$ cat config.mk
export PLATFORM = sky130hd
export DESIGN_NAME = gb_lcd_capture
export DESIGN_NICKNAME = d
export VERILOG_FILES = /design/src/rtl/gb_lcd_capture.sv
export SDC_FILE = /design/constraint.sdc
export NUM_CORES = 1
export LEC_CHECK = 0
export CORE_MARGIN = 2
export CORE_UTILIZATION = 62
export DETAILED_ROUTE_END_ITERATION = 8
export PLACE_DENSITY = 0.88
export SLEW_MARGIN = 40
export SYNTH_ARGS = -nofsm -noshare
export SYNTH_HDL_FRONTEND = slang
export SYNTH_SLANG_ARGS = --single-unit
$ cat constraint.sdc
create_clock -name clk -period 4.05 [get_ports clk]
set_clock_uncertainty 0.05 [all_clocks]
set_input_delay 0.81 -clock clk [delete_from_list [all_inputs] [get_ports clk]]
set_output_delay 0.81 -clock clk [all_outputs]
set_load 0.005 [all_outputs]
$ cat src/rtl/gb_lcd_capture.sv
// -----------------------------------------------------------------------------
// gb_lcd_capture
//   Game Boy LCD bus front-end. The asynchronous GB LCD signals are brought into
//   the clk domain through 2-flop synchronisers. The pixel data is delayed to line
//   up with the deglitched control signals. Pixel events are recovered from the
//   filtered iclk/ihsync edges. Even pixels become framebuffer write requests, which
//   are buffered in a 2-entry valid/ready queue. GB presence is tracked against
//   VGA frame ticks, and this drives the blank flag.
//
// Ports
//   clk        in   1       system clock
//   rst_n      in   1       asynchronous active-low reset
//   idata      in   2       GB LCD pixel data (async)
//   iclk       in   1       GB LCD pixel clock (async)
//   ihsync     in   1       GB LCD hsync (async)
//   ivsync     in   1       GB LCD vsync (async)
//   frame_tick in   1       one-cycle pulse per VGA frame
//   wr_valid   out  1       queue head valid
//   wr_ready   in   1       consumer accepts head when wr_valid & wr_ready
//   wr_addr    out  ADDR_W  framebuffer address of head entry
//   wr_data    out  2       shade of head entry (inverted GB data)
//   blank      out  1       GB input absent
//   overflow   out  1       sticky: a pixel was dropped on a full queue
// -----------------------------------------------------------------------------
module gb_lcd_capture #(
  parameter int FILTER_LEN  = 4,
  parameter int DATA_DELAY  = 5,
  parameter int ADDR_W      = 14,
  parameter int MAX_ADDR    = 11520,
  parameter int MISS_FRAMES = 2
) (
  input  logic              clk,
  input  logic              rst_n,
  input  logic [1:0]        idata,
  input  logic              iclk,
  input  logic              ihsync,
  input  logic              ivsync,
  input  logic              frame_tick,
  output logic              wr_valid,
  input  logic              wr_ready,
  output logic [ADDR_W-1:0] wr_addr,
  output logic [1:0]        wr_data,
  output logic              blank,
  output logic              overflow
);

  // Address limit widened by one bit so that the comparison cannot truncate.
  localparam logic [ADDR_W:0] LP_MAX_ADDR = (ADDR_W+1)'(MAX_ADDR);
  localparam logic [1:0]      LP_MISS     = 2'(MISS_FRAMES);

  // Synchroniser bit layout: {vsync, hsync, clk, data[1:0]}
  logic [4:0]            r_sync1;
  logic [4:0]            r_sync2;
  logic [1:0]            r_data_dly [DATA_DELAY];
  logic [FILTER_LEN-1:0] r_hist_clk;
  logic [FILTER_LEN-1:0] r_hist_hs;
  logic [FILTER_LEN-1:0] r_hist_vs;
  logic                  r_filt_clk;
  logic                  r_filt_hs;
  logic                  r_filt_vs;
  logic [ADDR_W:0]       r_pix;
  logic [1:0]            r_miss;
  logic                  r_blank;
  logic                  r_overflow;

  // Two-slot queue. Slot 0 is always the head.
  logic [1:0]            r_cnt;
  logic                  r_wr_valid;
  logic [ADDR_W-1:0]     r_s0_addr;
  logic [1:0]            r_s0_data;
  logic [ADDR_W-1:0]     r_s1_addr;
  logic [1:0]            r_s1_data;

  logic                  w_clk_nxt;
  logic                  w_hs_nxt;
  logic                  w_vs_nxt;
  logic                  w_clk_fall;
  logic                  w_hs_fall;
  logic                  w_vs_rise;
  logic                  w_pix_evt;
  logic                  w_push;
  logic                  w_pop;
  logic [ADDR_W-1:0]     w_new_addr;
  logic [1:0]            w_new_data;
  logic [1:0]            w_cnt_nxt;
  logic [ADDR_W-1:0]     w_s0_addr_nxt;
  logic [1:0]            w_s0_data_nxt;
  logic [ADDR_W-1:0]     w_s1_addr_nxt;
  logic [1:0]            w_s1_data_nxt;
  logic                  w_ovf_set;

  // A filtered state flips only when the whole history agrees. A mixed history holds it.
  function automatic logic filt_next(input logic [FILTER_LEN-1:0] hist, input logic cur);
    logic res;
    if (hist == {FILTER_LEN{1'b1}}) begin
      res = 1'b1;
    end else if (hist == {FILTER_LEN{1'b0}}) begin
      res = 1'b0;
    end else begin
      res = cur;
    end
    return res;
  endfunction

  // Two-flop synchroniser for all GB LCD inputs
  always_ff @(posedge clk or negedge rst_n) begin
    if (!rst_n) begin
      r_sync1 <= 5'd0;
      r_sync2 <= 5'd0;
    end else begin
      r_sync1 <= {ivsync, ihsync, iclk, idata};
      r_sync2 <= r_sync1;
    end
  end

  // Pixel data history: this delay aligns the data with the filter latency of the control signals
  always_ff @(posedge clk or negedge rst_n) begin
    if (!rst_n) begin
      for (int i = 0; i < DATA_DELAY; i++) begin
        r_data_dly[i] <= 2'd0;
      end
    end else begin
      r_data_dly[0] <= r_sync2[1:0];
      for (int i = 1; i < DATA_DELAY; i++) begin
        r_data_dly[i] <= r_data_dly[i-1];
      end
    end
  end

  // Control-signal sample histories and filtered states
  always_ff @(posedge clk or negedge rst_n) begin
    if (!rst_n) begin
      r_hist_clk <= {FILTER_LEN{1'b0}};
      r_hist_hs  <= {FILTER_LEN{1'b0}};
      r_hist_vs  <= {FILTER_LEN{1'b0}};
      r_filt_clk <= 1'b0;
      r_filt_hs  <= 1'b0;
      r_filt_vs  <= 1'b0;
    end else begin
      r_hist_clk <= {r_hist_clk[FILTER_LEN-2:0], r_sync2[2]};
      r_hist_hs  <= {r_hist_hs[FILTER_LEN-2:0],  r_sync2[3]};
      r_hist_vs  <= {r_hist_vs[FILTER_LEN-2:0],  r_sync2[4]};
      r_filt_clk <= w_clk_nxt;
      r_filt_hs  <= w_hs_nxt;
      r_filt_vs  <= w_vs_nxt;
    end
  end

  // Edge recovery and write-request generation
  always_comb begin
    w_clk_nxt  = filt_next(r_hist_clk, r_filt_clk);
    w_hs_nxt   = filt_next(r_hist_hs,  r_filt_hs);
    w_vs_nxt   = filt_next(r_hist_vs,  r_filt_vs);
    w_clk_fall = r_filt_clk & ~w_clk_nxt;
    w_hs_fall  = r_filt_hs  & ~w_hs_nxt;
    w_vs_rise  = ~r_filt_vs & w_vs_nxt;
    // A coincident iclk fall and hsync fall form a single event. A vsync rise discards both.
    w_pix_evt  = ((w_clk_fall & ~r_filt_hs) | w_hs_fall) & ~w_vs_rise;
    // Each framebuffer byte address covers two pixels. Only the even pixel is written.
    w_new_addr = r_pix[ADDR_W:1];
    w_new_data = ~r_data_dly[DATA_DELAY-1];
    w_push     = w_pix_evt & ~r_pix[0] & ({1'b0, w_new_addr} < LP_MAX_ADDR);
    w_pop      = r_wr_valid & wr_ready;
  end

  // Queue next-state logic: hold by default, then decide based on occupancy
  always_comb begin
    w_cnt_nxt     = r_cnt;
    w_s0_addr_nxt = r_s0_addr;
    w_s0_data_nxt = r_s0_data;
    w_s1_addr_nxt = r_s1_addr;
    w_s1_data_nxt = r_s1_data;
    w_ovf_set     = 1'b0;
    case (r_cnt)
      2'd0: begin
        if (w_push) begin
          w_s0_addr_nxt = w_new_addr;
          w_s0_data_nxt = w_new_data;
          w_cnt_nxt     = 2'd1;
        end else begin
          w_cnt_nxt     = 2'd0;
        end
      end
      2'd1: begin
        if (w_push && w_pop) begin
          w_s0_addr_nxt = w_new_addr;
          w_s0_data_nxt = w_new_data;
        end else if (w_pop) begin
          w_cnt_nxt     = 2'd0;
        end else if (w_push) begin
          w_s1_addr_nxt = w_new_addr;
          w_s1_data_nxt = w_new_data;
          w_cnt_nxt     = 2'd2;
        end else begin
          w_cnt_nxt     = 2'd1;
        end
      end
      2'd2: begin
        if (w_push && w_pop) begin
          w_s0_addr_nxt = r_s1_addr;
          w_s0_data_nxt = r_s1_data;
          w_s1_addr_nxt = w_new_addr;
          w_s1_data_nxt = w_new_data;
        end else if (w_pop) begin
          w_s0_addr_nxt = r_s1_addr;
          w_s0_data_nxt = r_s1_data;
          w_cnt_nxt     = 2'd1;
        end else if (w_push) begin
          w_ovf_set     = 1'b1;
        end else begin
          w_cnt_nxt     = 2'd2;
        end
      end
      default: begin
        w_cnt_nxt = 2'd0;
      end
    endcase
  end

  // Queue storage and registered head outputs
  always_ff @(posedge clk or negedge rst_n) begin
    if (!rst_n) begin
      r_cnt      <= 2'd0;
      r_wr_valid <= 1'b0;
      r_s0_addr  <= {ADDR_W{1'b0}};
      r_s0_data  <= 2'd0;
      r_s1_addr  <= {ADDR_W{1'b0}};
      r_s1_data  <= 2'd0;
    end else begin
      r_cnt      <= w_cnt_nxt;
      r_wr_valid <= (w_cnt_nxt != 2'd0);
      r_s0_addr  <= w_s0_addr_nxt;
      r_s0_data  <= w_s0_data_nxt;
      r_s1_addr  <= w_s1_addr_nxt;
      r_s1_data  <= w_s1_data_nxt;
    end
  end

  // Pixel counter and sticky overflow. Both restart at each frame (vsync rise).
  always_ff @(posedge clk or negedge rst_n) begin
    if (!rst_n) begin
      r_pix      <= {(ADDR_W+1){1'b0}};
      r_overflow <= 1'b0;
    end else if (w_vs_rise) begin
      r_pix      <= {(ADDR_W+1){1'b0}};
      r_overflow <= 1'b0;
    end else begin
      if (w_pix_evt) begin
        r_pix <= r_pix + {{ADDR_W{1'b0}}, 1'b1};
      end
      if (w_ovf_set) begin
        r_overflow <= 1'b1;
      end
    end
  end

  // GB presence: count VGA frames since the last GB vsync. A vsync rise takes priority over a tick.
  always_ff @(posedge clk or negedge rst_n) begin
    if (!rst_n) begin
      r_miss  <= 2'd0;
      r_blank <= 1'b1;
    end else if (w_vs_rise) begin
      r_miss  <= 2'd0;
      r_blank <= 1'b0;
    end else if (frame_tick) begin
      if (r_miss >= LP_MISS) begin
        r_blank <= 1'b1;
      end
      if (r_miss != 2'd3) begin
        r_miss <= r_miss + 2'd1;
      end
    end
  end

  assign wr_valid = r_wr_valid;
  assign wr_addr  = r_s0_addr;
  assign wr_data  = r_s0_data;
  assign blank    = r_blank;
  assign overflow = r_overflow;

endmodule

==> key figures <==
GRT
  • Initial antenna violation count: 0
  • Vias in the first global route: roughly 2100
  • Total GRT Usage: 0.2126
  • Pin count of the biggest net entering global routing: 90
  • First-pass GRT wire length: a little over 10 mm
  • Remaining Overflow, GRT: 0

Clock tree
  • Clock sinks: between 80 and 90
  • Post-cts sizing count: 0
  • Max clock buf depth: 2
  • Worst-skew pair later-pin latency: 350 ps
  • Hold buffer count at cts: 0
  • # Post-CTS Setup Buffers: 0
  • Root Driver: clkbuf_8
  • CTS tree: built
  • H-tree depth: 3
  • Num CTS Buffers: 9
  • Clock-pin slew on the worst setup and hold paths: 90 ps

Logic synthesis
  • Number of synthesized flops with an enable pin: 0
  • Post-Synthesis Net Count: ~270
  • #FFs+latches synth: about 90
  • Ys flop type: dfrtp_1
  • Synth Instances: about 260
  • Adder-cell area share of the yosys netlist: 0.01043
  • Syn avg cell area: ~14 µm²
  • Post-Synth Simple-Gate Area: 0.09385
  • Register area share after synthesis: 0.6190
  • Netlist Area Pre-Place: between 3000 and 4000 µm²
  • Post-Synth XOR/XNOR Area: 0.01460
  • Synth cell types: 41
  • Largest family of logic cells by synthesized area: multiplexers
  • YS warnings: 0
  • Share of flip-flops with an asynchronous set or reset: 1.000
  • Mux cell area share after synthesis: 0.1648
  • Synth Area in Compound Gates: 0.07404

STA
  • Unrepaired setup endpoints after global routing: false
  • Final min period: roughly 2600 ps
  • Setup WS post-layout: about 1400 ps
  • WHS: roughly 300 ps
  • Final Max Tran Viols: 0
  • Fin crit share: 0.6475
  • Setup violators final: 0
  • Worst-Margin Slew: 767.1 ps
  • Setup TNS Final: 0 ps
  • Max Fclk: between 0.3 and 0.4 GHz
  • Fin. Hold Viols: 0
  • Slew Limit Headroom: 0.4886

Power
  • Static Leak: 1.962 nW
  • Sequential share of power: 0.567
  • Int Pwr: 1.304 mW
  • Switch share: 0.2562
  • VDD IR-drop max: 0.2939 mV
  • Design Power: 1.754 mW
  • Net switching power: roughly 450 µW
  • Clock Power Share: 0.323
  • Power Density: 427.9 nW/µm²
  • Comb pwr share: 0.110

Finish
  • Area grow syn2layout: 13.83%
  • Share of cells above drive strength 1: 0.1939
  • NumNets Final: around 300
  • Multi-input logic area: roughly 1300 µm²
  • Non-Filler Instances: 366
  • Seq. cell area: around 2200 µm²
  • ANT cells: 0
  • FILL cells: approximately 360

Place
  • Final HPWL DP: 3.679 mm
  • Post-Place Cells: 350
  • Pre-CTS WS: about 1300 ps
  • Gpl congestion: about 0.8
  • Port bufs: 27

Die
  • Core region area: 5540 µm²
  • Starting density of the core: 0.6497
  • IO Count: 28
  • Chip height: 80.20 µm
  • DIE AREA: roughly 6400 µm²
  • Standard-cell rows: 27
  • Die Wd: roughly 80 µm

Setup path
  • CP endpoint kind: flop
  • Setup crit start kind: flop
  • CP Max Fanout: 16
  • Crit path DAT: 2810 ps
  • Crit path required time: 4240 ps
  • Setup CP Type: reg -> reg

Drt
  • Drt total wl: slightly below 6 mm
  • DR WL/cell: 16.04 µm
  • TritonRoute pass-1 iters: 5
  • ANT nets after route: 0
  • Vias per std cell: between 5 and 6
  • DRC viols: 0
  • DRT iter0 DRCs: roughly 140
  • Vias after detailed routing: between 2000 and 2500

Worst hold path
  • Worst min-delay path class: reg -> reg

Run status
  • Status: finished, final reports clean

Flow run
  • Max-Cap Viols: 0
layer usage:
layer	global-route usage	wire length (µm)	vias up
met5	0	0	-
met1	0.3121	2791	1075
met4	0.1051	125	0
li1	-	-	982
met2	0.3033	2769	39
met3	0.04382	185	12
cells in the final DEF (no fill, tap or decap), drive strengths merged, types with 2 or more instances in the layout:
cell            n
nand2          13
nor2           13
clkdlybuf4s50  26
inv             7
o21ai          16
nand3           3
clkbuf         12
dfrtp          88
o31ai           3
and4            2
mux2i           3
or3             9
xnor2           2
a31oi           2
xor2            4
ha              3
clkinvlp        2
nand4           7
or4             2
nor2b           3
mux2           44
and3            2
a21oi          15
flip-flops by register name (all words and copies together) (netlist names):
register / count
r_pix: 15
r_s1_addr: 14
wr_addr: 14
r_data_dly: 10
r_sync1: 5
r_sync2: 5
r_hist_clk: 4
r_hist_hs: 4
r_hist_vs: 4
r_cnt: 2
r_miss: 2
r_s1_data: 2
wr_data: 2
blank: 1
overflow: 1
r_filt_clk: 1
r_filt_hs: 1
r_filt_vs: 1
wr_valid: 1
per-stage QoR:
step / utilization / cell area, µm²
final: 0.7396 / 4098
after global routing: 0.7396 / 4098
after CTS: 0.7387 / 4093
after detailed placement: 0.7046 / 3904
after global placement: 0.7039 / 3900
after floorplan: - / 3600
area by class of cell:
class	count	area share
clock buffers	11	0.03695
clock inverters	5	0.009160
inverters	5	0.004580
multi-input cells	156	0.3148
flip-flops and latches	89	0.5438
well taps	72	0.02198
repair buffers	28	0.06870
cells in the mapped netlist (2+ instances only):
cell type,count,area [µm²]
mux2_1,12,135.1
mux2i_1,3,30.03
nor2b_1,3,18.77
mux2_2,14,157.7
o21ai_1,9,45.04
a31oi_1,2,12.51
clkbuf_1,8,30.03
ha_1,3,37.54
mux2_4,18,270.3
or4_1,2,15.01
and3_1,2,12.51
nor2_1,13,48.80
dfrtp_1,88,2202
inv_1,5,18.77
a21oi_1,15,75.07
xnor2_1,2,17.52
nand3_1,3,15.01
o31ai_1,3,22.52
nand2_1,13,48.80
xor2_1,4,35.03
buf_6,2,22.52
o21ai_0,6,30.03
nand4_1,6,37.54
and4_1,2,17.52
or3_1,8,50.05
worst max-delay path, stage by stage, from the launching register on:
cell,delay [ps]
dfrtp_1,410
or3_4,420
o32ai_4,440
and4b_1,500
o22ai_4,280
mux2_1,400
final timing paths:
kind	start	depth (start not counted)	slack, ps	endpoint
worst max-delay path	r_hist_hs[0]	5	1430	wr_addr[0]
worst min-delay path	r_sync1[3]	0	300	r_sync2[3]
worst max register to register	r_hist_hs[0]	5	1430	wr_addr[0]
worst min register to register	r_sync1[3]	0	300	r_sync2[3]
max in group asynchronous	rst_n	1	3030	r_pix[9]
min in group asynchronous	rst_n	1	450	r_data_dly[1]
power by group through the flow:
stage                     sequential, mW  combinational, mW  clock (mW)
after floorplan                    0.999              0.123           0
after global placement              1.01              0.183           0
after detailed placement            1.01              0.195           0
after CTS                          0.995              0.196       0.581
after global routing                1.00              0.219       0.617
final                              0.994              0.193       0.566
cells by family (layout without fill, tap and decap cells):
group / count (synthesis) / after routing
adders and majority gates: 3 / 3
buffers and inverters: 17 / 49
AOI/OAI and AO/OA: 40 / 40
DFF: 89 / 89
xor gates and xnor gates: 6 / 6
and+or+nand+nor: 60 / 60
muxes: 47 / 47
(Power assumes the default switching activity.)
